`src/rtl/unary_add_ctrl.sv`:
```
// Sequencer for a unary-counter adder: streams operands as pulse trains into the
// datapath counter, then drains it back to binary while tracking the carry-out.
module unary_add_ctrl #(
    parameter int W = 15
) (
    input  logic         clk,
    input  logic         rst,
    input  logic         start,
    input  logic [W-1:0] opa,
    input  logic [W-1:0] opb,
    output logic         busy,
    output logic         done,
    output logic [W-1:0] sum,
    output logic         ovf,
    output logic         dp_en,
    output logic         dp_row,
    output logic         dp_a,
    output logic         dp_b,
    input  logic         dp_dout,
    input  logic         dp_c
);

    typedef enum logic [2:0] {
        ST_IDLE  = 3'd0,
        ST_READ  = 3'd1,
        ST_FLUSH = 3'd2,
        ST_WRITE = 3'd3,
        ST_DONE  = 3'd4
    } state_t;

    localparam logic [W-1:0] ZERO_W = {W{1'b0}};
    localparam logic [W-1:0] ONE_W  = {{(W-1){1'b0}}, 1'b1};

    // Pulse-budget countdown: a nonzero budget emits one pulse and shrinks by one.
    function automatic logic [W-1:0] step_down(input logic [W-1:0] val);
        logic [W-1:0] res;
        if (val != ZERO_W) begin
            res = val - ONE_W;
        end else begin
            res = val;
        end
        return res;
    endfunction

    state_t       state_r, state_s;
    logic [W-1:0] ra_r, ra_s;
    logic [W-1:0] rb_r, rb_s;
    logic [W-1:0] sum_r, sum_s;
    logic         ovf_r, ovf_s;
    logic         wr_first_r, wr_first_s;
    logic         busy_r, busy_s;
    logic         done_r, done_s;
    logic         dp_en_r, dp_en_s;
    logic         dp_row_r, dp_row_s;
    logic         dp_a_r, dp_a_s;
    logic         dp_b_r, dp_b_s;

    // Next-state, datapath bookkeeping and next values of every registered output.
    always_comb begin
        state_s    = state_r;
        ra_s       = ra_r;
        rb_s       = rb_r;
        sum_s      = sum_r;
        ovf_s      = ovf_r;
        wr_first_s = wr_first_r;

        case (state_r)
            ST_IDLE: begin
                if (start) begin
                    ra_s    = opa;
                    rb_s    = opb;
                    sum_s   = ZERO_W;
                    ovf_s   = 1'b0;
                    state_s = ST_READ;
                end else begin
                    state_s = ST_IDLE;
                end
            end
            ST_READ: begin
                ra_s = step_down(ra_r);
                rb_s = step_down(rb_r);
                if (dp_c) begin
                    ovf_s = 1'b1;
                end else begin
                    ovf_s = ovf_r;
                end
                if ((ra_r <= ONE_W) && (rb_r <= ONE_W)) begin
                    state_s = ST_FLUSH;
                end else begin
                    state_s = ST_READ;
                end
            end
            ST_FLUSH: begin
                // The carry from the last READ add only becomes visible here.
                if (dp_c) begin
                    ovf_s = 1'b1;
                end else begin
                    ovf_s = ovf_r;
                end
                wr_first_s = 1'b1;
                state_s    = ST_WRITE;
            end
            ST_WRITE: begin
                if (wr_first_r) begin
                    wr_first_s = 1'b0;
                end else if (dp_dout) begin
                    sum_s = sum_r + ONE_W;
                end else begin
                    state_s = ST_DONE;
                end
            end
            ST_DONE: begin
                state_s = ST_IDLE;
            end
            default: begin
                state_s = ST_IDLE;
            end
        endcase

        busy_s   = (state_s != ST_IDLE);
        done_s   = (state_s == ST_DONE);
        dp_en_s  = (state_s == ST_READ) || (state_s == ST_WRITE);
        dp_row_s = (state_s == ST_WRITE);
        dp_a_s   = (state_s == ST_READ) && (ra_s != ZERO_W);
        dp_b_s   = (state_s == ST_READ) && (rb_s != ZERO_W);
    end

    // State and output registers; synchronous reset overrides every transition.
    always_ff @(posedge clk) begin
        if (rst) begin
            state_r    <= ST_IDLE;
            ra_r       <= ZERO_W;
            rb_r       <= ZERO_W;
            sum_r      <= ZERO_W;
            ovf_r      <= 1'b0;
            wr_first_r <= 1'b0;
            busy_r     <= 1'b0;
            done_r     <= 1'b0;
            dp_en_r    <= 1'b0;
            dp_row_r   <= 1'b0;
            dp_a_r     <= 1'b0;
            dp_b_r     <= 1'b0;
        end else begin
            state_r    <= state_s;
            ra_r       <= ra_s;
            rb_r       <= rb_s;
            sum_r      <= sum_s;
            ovf_r      <= ovf_s;
            wr_first_r <= wr_first_s;
            busy_r     <= busy_s;
            done_r     <= done_s;
            dp_en_r    <= dp_en_s;
            dp_row_r   <= dp_row_s;
            dp_a_r     <= dp_a_s;
            dp_b_r     <= dp_b_s;
        end
    end

    assign busy   = busy_r;
    assign done   = done_r;
    assign sum    = sum_r;
    assign ovf    = ovf_r;
    assign dp_en  = dp_en_r;
    assign dp_row = dp_row_r;
    assign dp_a   = dp_a_r;
    assign dp_b   = dp_b_r;

endmodule
```
`config.mk`:
```
export PLATFORM = sky130hd
export DESIGN_NAME = unary_add_ctrl
export DESIGN_NICKNAME = d
export VERILOG_FILES = /design/src/rtl/unary_add_ctrl.sv
export SDC_FILE = /design/constraint.sdc
export NUM_CORES = 1
export LEC_CHECK = 0
export ABC_AREA = 1
export CAP_MARGIN = 0
export CORE_MARGIN = 4
export CORE_UTILIZATION = 53
export DETAILED_ROUTE_END_ITERATION = 8
export HOLD_SLACK_MARGIN = 0.15
export PLACE_DENSITY = 0.76
export SETUP_SLACK_MARGIN = 0.15
export SLEW_MARGIN = 30
export SYNTH_ARGS = -nofsm -noshare
export SYNTH_HDL_FRONTEND = slang
export SYNTH_SLANG_ARGS = --single-unit
```
`constraint.sdc`:
```
create_clock -name clk -period 3.75 [get_ports clk]
set_clock_uncertainty 0.1 [all_clocks]
set_input_delay 0.375 -clock clk [delete_from_list [all_inputs] [get_ports clk]]
set_output_delay 0.375 -clock clk [all_outputs]
set_load 0.1 [all_outputs]
```
# Word-level counts from Yosys, hierarchy flattened
# Cells that the tools add are included.
# W data, S select, Z words.
dict set report classes {
  addsub 3
  order_cmp 2
  eq_ne 10
  n_mux 19
  reduce_logical 16
}
# op count
set ops {}
lappend ops {{$mux W15} 7}
lappend ops {{$pmux W15 S2} 3}
lappend ops {{$reduce_bool A15 Y1} 4}
lappend ops {{$le A15 B1 Y1 const B} 2}
lappend ops {{$sub A15 B1 Y15 const B} 2}
lappend ops {{$add A15 B1 Y15 const B} 1}
lappend ops {{$pmux W3 S4} 1}
lappend ops {{$eq A3 B2 Y1 const B} 3}
lappend ops {{$eq A3 B1 Y1 const B} 2}
lappend ops {{$mux W3} 2}
lappend ops {{$ne A2 B2 Y1 const B} 3}
lappend ops {{$reduce_bool A2 Y1} 3}
lappend ops {{$pmux W1 S2} 2}
lappend ops {{$reduce_and A4 Y1} 1}
lappend ops {{$eq A3 B3 Y1 const B} 1}
lappend ops {{$logic_and A1 B1 Y1} 3}
lappend ops {{$logic_not A3 Y1} 1}
lappend ops {{$mux W1} 3}
lappend ops {{$reduce_and A3 Y1} 1}
lappend ops {{$reduce_bool A3 Y1} 1}
lappend ops {{$mux W2} 1}
lappend ops {{$ne A2 B1 Y1 const B} 1}
lappend ops {{$reduce_or A2 Y1} 1}
lappend ops {{$logic_or A1 B1 Y1} 1}
dict set report word_totals {
  ff_bits 56
  inputBits 35
  output_inout_bits 22
  wordCells 62
}

# Longest topological paths before layout
dict set report depth {
  word_depth 6
  mapped_depth 16
}

# Worst setup path after synthesis
# Ideal clock, no wire load.
dict set report synth_path {
  kind {reg2reg}
  startpoint {register sum_r[6] (netlist: sum[6])}
  endpoint {register sum_r[9] (netlist: sum[9])}
  arrival_ns 2.031
  required_time_ns 3.580
  path_slack_ns 1.549
  stages_incl_launch_ff 8
  period_less_slack_ns 2.201
  path_cell_list {dfxtp_1 inv_1 nor3_1 nand3b_1 xor2_1 nor2_1 nand2_1 a21oi_1}
}
dict set report synth_via {
  elab_chain_len 4
}
# element line_no
set synth_rtl {}
lappend synth_rtl {{from (decl)} 48} ;# logic [W-1:0] sum_r, sum_s;
lappend synth_rtl {{from (signal assigned)} 147} ;# sum_r <= sum_s;
lappend synth_rtl {{$add A15 B1 Y15} 107} ;# sum_s = sum_r + ONE_W;
lappend synth_rtl {{$mux W15} 106} ;# end else if (dp_dout) begin
lappend synth_rtl {{$mux W15} 104} ;# if (wr_first_r) begin
lappend synth_rtl {{$pmux W15 S2} 67} ;# case (state_r)
# No other way between the ends. The select of a mux whose other input is x is not followed.
# A chain may end at the register's enable or synchronous reset.

# Worst setup path after layout
dict set report layout_path {
  startpoint {register state_r[1]}
  endpoint {register dp_a_r (netlist: dp_a)}
}
dict set report layout_via {
  elab_chain_len 5
}
# element line_no
set layout_rtl {}
lappend layout_rtl {{from (decl)} 45} ;# state_t state_r, state_s;
lappend layout_rtl {{from (signal assigned)} 144} ;# state_r <= state_s;
lappend layout_rtl {{$mux W3} 106}
lappend layout_rtl {{$mux W3} 104}
lappend layout_rtl {{$pmux W3 S4} 67}
lappend layout_rtl {{$eq A3 B1 Y1} 124} ;# dp_a_s = (state_s == ST_READ) && (ra_s != ZERO_W);
lappend layout_rtl {{$logic_and A1 B1 Y1 *} 124}
lappend layout_rtl {{to (signal assigned)} 154} ;# dp_a_r <= dp_a_s;
lappend layout_rtl {{to (decl)} 55} ;# logic dp_a_r, dp_a_s;
# Every way passes the cells marked *; elsewhere a longest branch is shown, timed or not.

==> impl_metrics.tcl <==
set metrics [dict create \
    status "finished clean" \
    syn_to_final_growth_pct 19.39 \
    cap_violations 0 \
    cts_buffer_depth 2 \
    viasPerCell 5.529 \
    cts-resized-gates 0 \
    insertedDiodeCount 0 \
    die_x_um 90.86 \
    fmax_mhz 376.6 \
    wl_um 10490 \
    postLayoutCoreUtil_pct 66.88 \
    first_iter_violations 211 \
    worst-setup-path-type "reg2reg" \
    syn_inst 596 \
    dp_hpwl_um 8060 \
    timing.rr.start "state_r[1]$_SDFF_PP0_" \
    fp-row-count 29 \
    wl_per_cell_um 14.48 \
    num_io_pins 57 \
    via_count 4003 \
    cp_num_buf_inv 2 \
    synth_edf_count 0 \
    finalMaxSlewViolations 0 \
    cts_tree "done" \
    overflow 0 \
    insertion_delay_ns 0.31 \
    synth_ff_type "dfxtp_1" \
    synth.cell_area_mm2 0.003638 \
    critPathLaunchType "flip-flop" \
    postSynthAreaPerCell_um2 6.105 \
    holdCritStartpoint "ovf$_SDFFE_PP0P_" \
    port_buffers 56 \
    slowest_delay_ns 0.50 \
    start_util_pct 56.02 \
    drtAntennaViolNets 0 \
    tightest_slew_ns 1.004 \
    p_per_area_mw_per_mm2 408.8 \
    cp_common_cell "nand2_1" \
    syn-num-nets 638 \
    ys_seq_area_share_pct 30.81 \
    ys_ff_latch 56 \
    final.period_utilization_pct 70.81 \
    postCtsHoldBufs 0 \
    grt_usage_pct 25.61 \
    cts_htree_levels 2 \
    core-area_mm2 0.006495 \
    drt_first_pass_iters 5 \
    post_synth_num_cell_types 33 \
    clock-root-buffer "clkbuf_8" \
    setup_violations 0 \
    fin_nets 689 \
    grt_antenna_before_repair 0 \
    irDropWorstVdd_uv 255.5 \
    worstPathCellList "inv_1, nand2_1, nor2_2, nand2_2, nand2_1, a21boi_0, nand2_1, nor2_1, nand2_1, nor2_1, nand3_1, nand2_1, inv_1" \
    crit_arrival_ns 2.82 \
    die_area_mm2 0.008255 \
    hold_violations 0 \
    drive_above_1_share_pct 3.864 \
    cpMaxStageDelayCell "nor2_2" \
    yosysWarnings 0 \
    grt_setup_unrepaired "false" \
    min_path_type "reg2reg" \
    routabilityCongestion 0.9807 \
    final_cell_mix "nand2_1, nor2_1, dfxtp_1, clkdlybuf4s50_1, inv_1" \
    critical_path.startpoint "state_r[1]$_SDFF_PP0_" \
    leakage_uw 0.001939 \
    cts_buffers 5 \
    drc_errors 0 \
    grt_pass1_wl_um 17660 \
    grt_max_degree 34 \
    cp_max_fo 15 \
    first_global_vias 3814 \
    critical_path.top_delay_family "simple AND/OR/NAND/NOR gates" \
    worst_ep_required_time_ns 3.92 \
    relSlewSlack_pct 32.83 \
    endpoint_kind "flip-flop" \
    die_height_um 90.86 \
    layout_commonest_cell "nand2_1" \
    setup_tns_ns 0 \
    clk_pin_slew_ns 0.11 \
    cts_setup_buffers 0 \
    clkSinkCount 56 \
    fin_crit_ns 2.656 \
    synthArstFlopShare_pct 0 \
]
-- cell usage after synthesis (all sizes together), types with 7 or more instances --
cell type / n / area, um^2
nand2: 179 / 674.4
nor3: 8 / 51.30
ha: 7 / 87.58
nand4: 16 / 100.1
inv: 55 / 206.4
dfxtp: 56 / 1121
nor2: 105 / 409.1
o21ai: 20 / 100.1
nand3b: 14 / 105.1
a21oi: 37 / 185.2
xor2: 7 / 61.31
a22oi: 16 / 120.1
nand3: 45 / 230.2
clkbuf: 10 / 37.54
-- worst register-to-register path, cell delays in order (launching register included) --
cell	delay, ns
dfxtp_1	0.34
inv_1	0.07
nand2_1	0.31
nor2_2	0.50
nand2_2	0.18
nand2_1	0.48
a21boi_0	0.24
nand2_1	0.12
nor2_1	0.04
nand2_1	0.05
nor2_1	0.04
nand3_1	0.07
nand2_1	0.05
inv_1	0.04
-- sequential cells by signal, indices dropped and copies added (netlist names) --
signal and flops:
busy 1, done 1, sum 15, ovf 1, dp_en 1, dp_b 1
dp_a 1, rb_r 15, state_r 3, dp_row 1, wr_first_r 1, ra_r 15
-- where the power goes --
group / switching, uW / leakage, uW / internal [uW]
logic: 480 / 0.00143 / 244
clock network: 204 / 0.0000473 / 148
registers: 55.7 / 0.000458 / 644
total: 740 / 0.00194 / 1040
-- stage by stage --
| stage | std cells | total power, uW | cell area (um^2) | hold slack, ns | setup slack, ns |
|---|---|---|---|---|---|
| 2_1_floorplan | 596 | 1237 | 3638 | 0.3537 | 1.549 |
| 3_3_place_gp | 717 | 1415 | 4253 | 0.3757 | 1.131 |
| 3_5_place_dp | 717 | 1426 | 4253 | 0.3846 | 1.069 |
| 4_1_cts | 724 | 1776 | 4344 | 0.4033 | 1.119 |
| 5_1_grt | 724 | 1913 | 4344 | 0.4359 | 0.7056 |
| 6_report | 724 | 1776 | 4344 | 0.3993 | 1.094 |
-- final timing paths --
check / to / slack (ns) / cells past startpoint
worst min-delay path: ovf$_SDFFE_PP0P_ / 0.40 / 2
worst max-delay path: dp_a$_SDFF_PP0_ / 1.09 / 13
worst min register to register: ovf$_SDFFE_PP0P_ / 0.40 / 2
worst max register to register: dp_a$_SDFF_PP0_ / 1.09 / 13
-- routing by layer --
| layer | up-vias | part of all wire [%] | track usage [%] |
|---|---|---|---|
| li1 | 2043 | - | - |
| met1 | 1791 | 43 | 32.82 |
| met2 | 150 | 48 | 44.72 |
| met3 | 19 | 7.7 | 4.083 |
| met4 | 0 | 1.7 | 6.407 |
| met5 | - | 0 | 0 |
-- cell type report --
cell class              instances  area (um^2)
repair buffers                 60        590.6
clock inverters                 1        8.758
inverters                      55        206.4
clock buffers                   6        82.58
well taps                      77        96.34
flip-flops and latches         56         1121
multi-input cells             469         2238
fillers                       618         2151
-- kinds of logic (layout without fill, tap and decap cells) --
| kind of cell | after synthesis | after routing | share of synthesized area (%) |
|---|---|---|---|
| fa+ha+maj | 7 | 7 | 2.407 |
| compound gates | 80 | 80 | 12.59 |
| xor+xnor | 8 | 8 | 1.926 |
| simple gates | 374 | 374 | 44.53 |
| flops | 56 | 56 | 30.81 |
| buf+inv | 71 | 122 | 7.737 |
No activity file was read; power rests on OpenSTA's default activity.
